File: src/rtl/psram_pkg.sv
// Shared definitions for the PSRAM command scheduler: read_write encodings,
// scheduler FSM states and the command-kind constants.
package psram_pkg;

  // Encoding driven on read_write towards the PSRAM driver.
  typedef enum logic [1:0] {
    RW_NONE  = 2'd0,
    RW_WRITE = 2'd1,
    RW_READ  = 2'd2
  } rw_e;

  localparam rw_e CMD_WRITE = RW_WRITE;
  localparam rw_e CMD_READ  = RW_READ;

  // Scheduler FSM states.
  typedef enum logic [1:0] {
    ST_IDLE     = 2'd0,
    ST_ISSUE    = 2'd1,
    ST_WAIT_END = 2'd2,
    ST_COMPLETE = 2'd3
  } state_e;

endpackage

File: src/rtl/psram_rr_arbiter.sv
// Two-requester round-robin arbiter (write vs. read). One bit remembers which
// kind was granted last; on a tie the other kind wins. After reset the write
// requester is favoured.
module psram_rr_arbiter (
  input  logic clk,
  input  logic rst_n,
  input  logic req_wr_i,
  input  logic req_rd_i,
  input  logic accept_i,   // grant is being taken this cycle
  output logic gnt_wr_o,
  output logic gnt_rd_o
);

  // 1 = read was granted last (reset value makes the write win the first tie)
  logic last_rd_q;

  // Combinational grant: sole requester wins, ties go to the kind not granted last.
  always_comb begin
    gnt_wr_o = req_wr_i && (!req_rd_i || last_rd_q);
    gnt_rd_o = req_rd_i && (!req_wr_i || !last_rd_q);
  end

  // Remember the kind of the grant that was actually taken.
  always_ff @(posedge clk or negedge rst_n) begin
    if (!rst_n) begin
      last_rd_q <= 1'b1;
    end else if (accept_i && (gnt_wr_o || gnt_rd_o)) begin
      last_rd_q <= gnt_rd_o;
    end
  end

endmodule

File: src/rtl/psram_scheduler.sv
// PSRAM command scheduler: arbitrates acquisition write bursts against
// single-word reads, sequences one command at a time to the QPI driver and
// tracks the circular write pointer.
// Optional watchdog on WAIT_END enabled by the macro PSRAM_SCHED_WATCHDOG_EN.
module psram_scheduler
  import psram_pkg::*;
#(
  parameter int ADDR_W    = 23,
  parameter int DATA_W    = 16,
  parameter int WD_CYCLES = 255
) (
  input  logic              mem_clk,
  input  logic              rst_n,
  input  logic              qpi_on,
  input  logic              fifo_empty,
  input  logic              stop_acquisition,
  input  logic              rd_req,
  input  logic [ADDR_W-1:0] rd_addr,
  input  logic              endcommand,
  input  logic              write_ended,
  input  logic [DATA_W-1:0] psram_rdata,
  output logic [ADDR_W-1:0] address,
  output logic [1:0]        read_write,
  output logic              quad_start,
  output logic              burst_mode,
  output logic [DATA_W-1:0] rd_data,
  output logic              rd_valid,
  output logic [ADDR_W-1:0] wr_ptr,
  output logic              wrapped,
  output logic              busy,
  output logic              err
);

  localparam logic [ADDR_W:0] WR_STEP = (ADDR_W + 1)'(DATA_W / 8);

  state_e              state_q, state_d;
  logic [ADDR_W-1:0]   address_q, address_d;
  rw_e                 rw_q, rw_d;
  logic                qs_q, qs_d;
  logic                burst_q, burst_d;
  logic [DATA_W-1:0]   rd_data_q, rd_data_d;
  logic                rd_valid_q, rd_valid_d;
  logic [ADDR_W-1:0]   wr_ptr_q, wr_ptr_d;
  logic                wrapped_q, wrapped_d;
  logic [ADDR_W:0]     wr_sum;

  logic wr_pending, rd_pending, gnt_wr, gnt_rd, grant_en, wd_timeout;

  // Nothing is requested while the PSRAM is still initialising.
  assign wr_pending = qpi_on && !fifo_empty && !stop_acquisition;
  assign rd_pending = qpi_on && rd_req;
  assign grant_en   = (state_q == ST_IDLE);

  psram_rr_arbiter u_arb (
    .clk      (mem_clk),
    .rst_n    (rst_n),
    .req_wr_i (wr_pending),
    .req_rd_i (rd_pending),
    .accept_i (grant_en),
    .gnt_wr_o (gnt_wr),
    .gnt_rd_o (gnt_rd)
  );

`ifdef PSRAM_SCHED_WATCHDOG_EN
  localparam int WD_W = (WD_CYCLES > 1) ? $clog2(WD_CYCLES) : 1;

  logic [WD_W-1:0] wd_cnt_q, wd_cnt_d;
  logic            err_q, err_d;

  // Count cycles spent in WAIT_END; expire on the last allowed cycle without endcommand.
  always_comb begin
    wd_cnt_d   = (state_q == ST_WAIT_END) ? wd_cnt_q + 1'b1 : '0;
    wd_timeout = (state_q == ST_WAIT_END) && !endcommand &&
                 (wd_cnt_q == WD_W'(WD_CYCLES - 1));
    err_d      = err_q | wd_timeout;
  end

  // Watchdog counter and sticky error flag.
  always_ff @(posedge mem_clk or negedge rst_n) begin
    if (!rst_n) begin
      wd_cnt_q <= '0;
      err_q    <= 1'b0;
    end else begin
      wd_cnt_q <= wd_cnt_d;
      err_q    <= err_d;
    end
  end

  assign err = err_q;
`else
  assign wd_timeout = 1'b0;
  assign err        = 1'b0;
`endif

  // Write pointer advances on every driver word, wrapping modulo 2^ADDR_W.
  always_comb begin
    wr_sum    = {1'b0, wr_ptr_q} + WR_STEP;
    wr_ptr_d  = wr_ptr_q;
    wrapped_d = wrapped_q;
    if (write_ended) begin
      wr_ptr_d  = wr_sum[ADDR_W-1:0];
      wrapped_d = wrapped_q | wr_sum[ADDR_W];
    end
  end

  // Next-state and registered-output logic of the command FSM.
  always_comb begin
    state_d    = state_q;
    address_d  = address_q;
    rw_d       = rw_q;
    burst_d    = burst_q;
    rd_data_d  = rd_data_q;
    qs_d       = 1'b0;
    rd_valid_d = 1'b0;
    case (state_q)
      ST_IDLE: begin
        if (gnt_wr) begin
          state_d   = ST_ISSUE;
          qs_d      = 1'b1;
          address_d = wr_ptr_q;
          rw_d      = CMD_WRITE;
          burst_d   = 1'b1;
        end else if (gnt_rd) begin
          state_d   = ST_ISSUE;
          qs_d      = 1'b1;
          address_d = rd_addr;
          rw_d      = CMD_READ;
          burst_d   = 1'b0;
        end
      end
      ST_ISSUE: begin
        state_d = ST_WAIT_END;
      end
      ST_WAIT_END: begin
        if (endcommand) begin
          state_d = ST_COMPLETE;
          if (rw_q == CMD_READ) begin
            rd_data_d  = psram_rdata;
            rd_valid_d = 1'b1;
          end
        end else if (wd_timeout) begin
          // Abandon the stuck command; a pending read gets no rd_valid.
          state_d = ST_IDLE;
          rw_d    = RW_NONE;
          burst_d = 1'b0;
        end
      end
      ST_COMPLETE: begin
        state_d = ST_IDLE;
        rw_d    = RW_NONE;
        burst_d = 1'b0;
      end
      default: begin
        state_d = ST_IDLE;
        rw_d    = RW_NONE;
        burst_d = 1'b0;
      end
    endcase
  end

  // State and output registers.
  always_ff @(posedge mem_clk or negedge rst_n) begin
    if (!rst_n) begin
      state_q    <= ST_IDLE;
      address_q  <= '0;
      rw_q       <= RW_NONE;
      qs_q       <= 1'b0;
      burst_q    <= 1'b0;
      rd_data_q  <= '0;
      rd_valid_q <= 1'b0;
      wr_ptr_q   <= '0;
      wrapped_q  <= 1'b0;
    end else begin
      state_q    <= state_d;
      address_q  <= address_d;
      rw_q       <= rw_d;
      qs_q       <= qs_d;
      burst_q    <= burst_d;
      rd_data_q  <= rd_data_d;
      rd_valid_q <= rd_valid_d;
      wr_ptr_q   <= wr_ptr_d;
      wrapped_q  <= wrapped_d;
    end
  end

  assign address    = address_q;
  assign read_write = rw_q;
  assign quad_start = qs_q;
  assign burst_mode = burst_q;
  assign rd_data    = rd_data_q;
  assign rd_valid   = rd_valid_q;
  assign wr_ptr     = wr_ptr_q;
  assign wrapped    = wrapped_q;
  assign busy       = (state_q != ST_IDLE);

endmodule
File: config.mk
export PLATFORM = sky130hd
export DESIGN_NAME = psram_scheduler
export DESIGN_NICKNAME = d
export VERILOG_FILES = /design/src/rtl/psram_pkg.sv /design/src/rtl/psram_rr_arbiter.sv /design/src/rtl/psram_scheduler.sv
export SDC_FILE = /design/constraint.sdc
export NUM_CORES = 1
export LEC_CHECK = 0
export ABC_AREA = 0
export CAP_MARGIN = 10
export CORE_ASPECT_RATIO = 0.75
export CORE_MARGIN = 3
export CORE_UTILIZATION = 44
export CTS_BUF_LIST = sky130_fd_sc_hd__clkbuf_4 sky130_fd_sc_hd__clkbuf_8
export DETAILED_ROUTE_END_ITERATION = 7
export PLACE_DENSITY_LB_ADDON = 0.2
export SLEW_MARGIN = 20
export SYNTH_ARGS = -nofsm -noshare
export SYNTH_HDL_FRONTEND = slang
export SYNTH_SLANG_ARGS = --single-unit
File: constraint.sdc
create_clock -name mem_clk -period 3.4 [get_ports mem_clk]
set_input_delay 0.68 -clock mem_clk [delete_from_list [all_inputs] [get_ports mem_clk]]
set_output_delay 0.68 -clock mem_clk [all_outputs]
set_load 0.02 [all_outputs]
==> flow_summary.json <==
{
  "seq_power_share": 0.376,
  "syn_area_sq_um": 2940,
  "grt_pass1_wl_microns": 12300,
  "coreArea_sq_um": 6380,
  "drive_gt1_frac": 0.0842,
  "synth-simple-area-share": 0.154,
  "htreeDepth": 3,
  "wl_per_cell_microns": 16.1,
  "rsz0062_at_grt": "false",
  "cts_inserted_buffers": 9,
  "fin_crit_ns": 2.47,
  "finalClockSkew_ns": 0.00760,
  "postCtsSetupRepairBufs": 0,
  "criticalPathCategory": "reg2out",
  "fin_tns_setup_ns": 0,
  "placed_cells": 457,
  "ys_async_sr_fraction": 1.00,
  "crit_chain": "inv_1 > ha_1 > inv_1 > clkdlybuf4s50_1",
  "synth_ff_type": "dfrtp_1",
  "status": "complete, no violations",
  "crit_top_cell": "inv_1",
  "final_antenna_net_count": 0,
  "antenna_found_initial": 0,
  "internal-power_w": 0.00225,
  "worst-slew-pin-transition_ns": 0.846,
  "synth_top_family_by_area": "simple AND/OR/NAND/NOR gates",
  "seq_area_frac_synth": 0.589,
  "arrival_ns": 1.79,
  "die-area_sq_um": 7700,
  "p_sw_frac": 0.360,
  "hpwl_microns": 5470,
  "irDropWorstVdd_mv": 0.462,
  "synthCells": 269,
  "hold_viol": 0,
  "cpPeakStageDelay_ns": 0.62,
  "synth_compound_area_frac": 0.110,
  "routed_via_density": 5.26,
  "yosysWarnings": 0,
  "grtUsageTotal": 0.203,
  "clk_latency_ns": 0.33,
  "n_fill_cell": 500,
  "synth_xor_area_frac": 0.0627,
  "clockPowerShare": 0.215,
  "synthDistinctLibCells": 34,
  "cts_num_sinks": 69,
  "dr_total_vias": 2490,
  "slew_headroom": 0.436,
  "synthMuxAreaShare": 0.00767,
  "grt_pass1_vias": 2475,
  "gr-total-overflow": 0,
  "clk_pin_slew_ns": 0.07,
  "dr.pass1.iters": 8,
  "drtIter0Drc": 197,
  "hold_path_class": "in2async",
  "critPathMaxFanout": 5,
  "max_freq_mhz": 405,
  "place.gp.congestion": 0.794,
  "synth.avg_cell_area_sq_um": 10.9,
  "start_util": 0.460,
  "rows": 25,
  "cp_num_buf_inv": 3,
  "finalSetupViolCount": 0,
  "grt_max_degree": 70,
  "synthToLayoutAreaGrowth_pct": 49.4,
  "slew_violations": 0,
  "drc": 0,
  "critPathRequiredTime_ns": 2.72,
  "critPathLaunchType": "flop",
  "cts_hold_buf": 0,
  "cp-end-kind": "output port",
  "yosys_register_bits": 69,
  "die_w_microns": 100,
  "power_leakage_nw": 2.08,
  "fp.dieH_microns": 76.7,
  "cts_resized": 0,
  "portBuffers": 114,
  "synth_edf_count": 0,
  "p_comb_frac": 0.409,
  "final_util": 0.687,
  "switchingPower_w": 0.00126,
  "cts.path.max_buffers": 2,
  "cts_root_buf": "clkbuf_8",
  "critical_path.top_delay_family": "buffers and inverters",
  "instances_no_fill": 473,
  "routed_wl_microns": 7620,
  "cp_slowest_cell": "clkdlybuf4s50_1",
  "cts_tree": "built",
  "power_density_nw_per_um2": 800,
  "diodes": 0,
  "io_pins": 117,
  "nNetsFinal": 438,
  "cap_violations": 0,
  "period_share": 0.726,
  "yosys.area_share.adder": 0.0171
}
## metal layers
metal  wire length (microns)  GRT usage  vias to the layer above
li1                        -          -                     1164
met1                    3340      0.273                     1217
met2                    3620      0.316                      102
met3                     604     0.0582                        7
met4                      59     0.0659                        0
met5                       0          0                        -
## worst paths after layout
check	from	depth (start not counted)	end	slack, ns
setup / recovery	state_q[0]	4	busy	0.93
hold / removal	rst_n	1	rd_data[2]	0.45
setup reg to reg	state_q[0]	7	address[7]	1.28
hold reg to reg	rd_data[6]	2	rd_data[6]	0.48
max in group asynchronous	rst_n	1	wr_ptr[8]	2.40
min in group mem_clk	rd_data[6]	2	rd_data[6]	0.48
## power groups by stage
stage | Sequential, W | Combinational, W | Clock, W
finish | 0.00132 | 0.00143 | 0.000755
global route | 0.00135 | 0.00155 | 0.000800
CTS | 0.00132 | 0.00145 | 0.000774
detailed placement | 0.00133 | 0.00145 | 0
global placement | 0.00132 | 0.00141 | 0
floorplan | 0.00161 | 0.000423 | 0
## sequential cells by signal (all words and copies together), names as in the netlist
signal and cells:
read_write 2, state_q 2, u_arb.last_rd_q 1, rd_valid 1
wr_ptr 22, rd_data 16, wrapped 1, quad_start 1
address 23
## cells in the mapped netlist, types with 2 or more instances
| cell | count | share of area |
|---|---|---|
| clkbuf_1 | 6 | 0.0077 |
| xor2_1 | 9 | 0.027 |
| a21oi_1 | 6 | 0.010 |
| and3_1 | 2 | 0.0043 |
| ha_1 | 4 | 0.017 |
| mux2_2 | 2 | 0.0077 |
| nand2_1 | 59 | 0.075 |
| xnor2_1 | 12 | 0.036 |
| buf_4 | 3 | 0.0077 |
| nor2_1 | 7 | 0.0090 |
| a222oi_1 | 22 | 0.075 |
| buf_2 | 3 | 0.0051 |
| nand3_1 | 11 | 0.019 |
| nand4_1 | 6 | 0.013 |
| nor4_1 | 2 | 0.0043 |
| dfrtp_1 | 68 | 0.58 |
| inv_1 | 28 | 0.036 |
| nor3_1 | 2 | 0.0034 |
| o21ai_1 | 2 | 0.0034 |
## per-stage QoR
| stage | setup slack, ns | area [sq um] | hold slack (ns) | power [W] |
|---|---|---|---|---|
| after floorplan | 1.50 | 2940 | 0.384 | 0.00203 |
| after global placement | 0.880 | 4150 | 0.456 | 0.00273 |
| after detailed placement | 0.770 | 4150 | 0.465 | 0.00278 |
| after CTS | 0.914 | 4390 | 0.478 | 0.00354 |
| after global routing | 0.814 | 4390 | 0.509 | 0.00370 |
| final | 0.931 | 4390 | 0.451 | 0.00351 |
## layout by cell type (no fill, tap or decap)
cell type        instances
nand2_1                 59
nand4b_1                 1
nand3_1                 11
buf_4                    5
xor2_1                   9
a222oi_1                22
o21ai_1                  2
clkinv_1                 1
inv_2                    1
a31o_2                   1
clkdlybuf4s50_1        113
nor2_1                   7
or4_4                    1
clkinvlp_4               3
nor4_2                   1
a22o_1                   1
a21oi_2                  1
and3_1                   2
conb_1                   2
nor4_1                   2
nand4_4                  1
xnor2_1                 12
ha_1                     4
dfstp_2                  1
nand4_1                  6
dfrtp_1                 68
a2111oi_4                1
o22a_1                   1
inv_1                   28
bufinv_16                2
nand3_4                  1
clkbuf_8                11
o21bai_1                 1
nor2_2                   1
mux2_2                   2
a21oi_1                  5
nor3_1                   2
## area by class of cell
type	instances	area, sq um	area share
Clock inverter	5	82.6	0.0188
Multi-Input combinational cell	159	1040	0.238
Clock buffer	11	151	0.0345
Inverter	30	113	0.0257
Sequential cell	69	1730	0.394
Tap cell	81	101	0.0231
Timing Repair Buffer	118	1170	0.266
## logic make-up after synthesis
| kind of cell | Yosys count |
|---|---|
| AO/OA/AOI/OAI | 35 |
| XOR/XNOR | 21 |
| adder cells (fa/ha/maj) | 4 |
| buffers and inverters | 42 |
| flip-flops | 69 |
| multiplexers | 2 |
| other | 1 |
| AND/OR/NAND/NOR | 95 |
No activity file was read; power rests on OpenSTA's default activity.
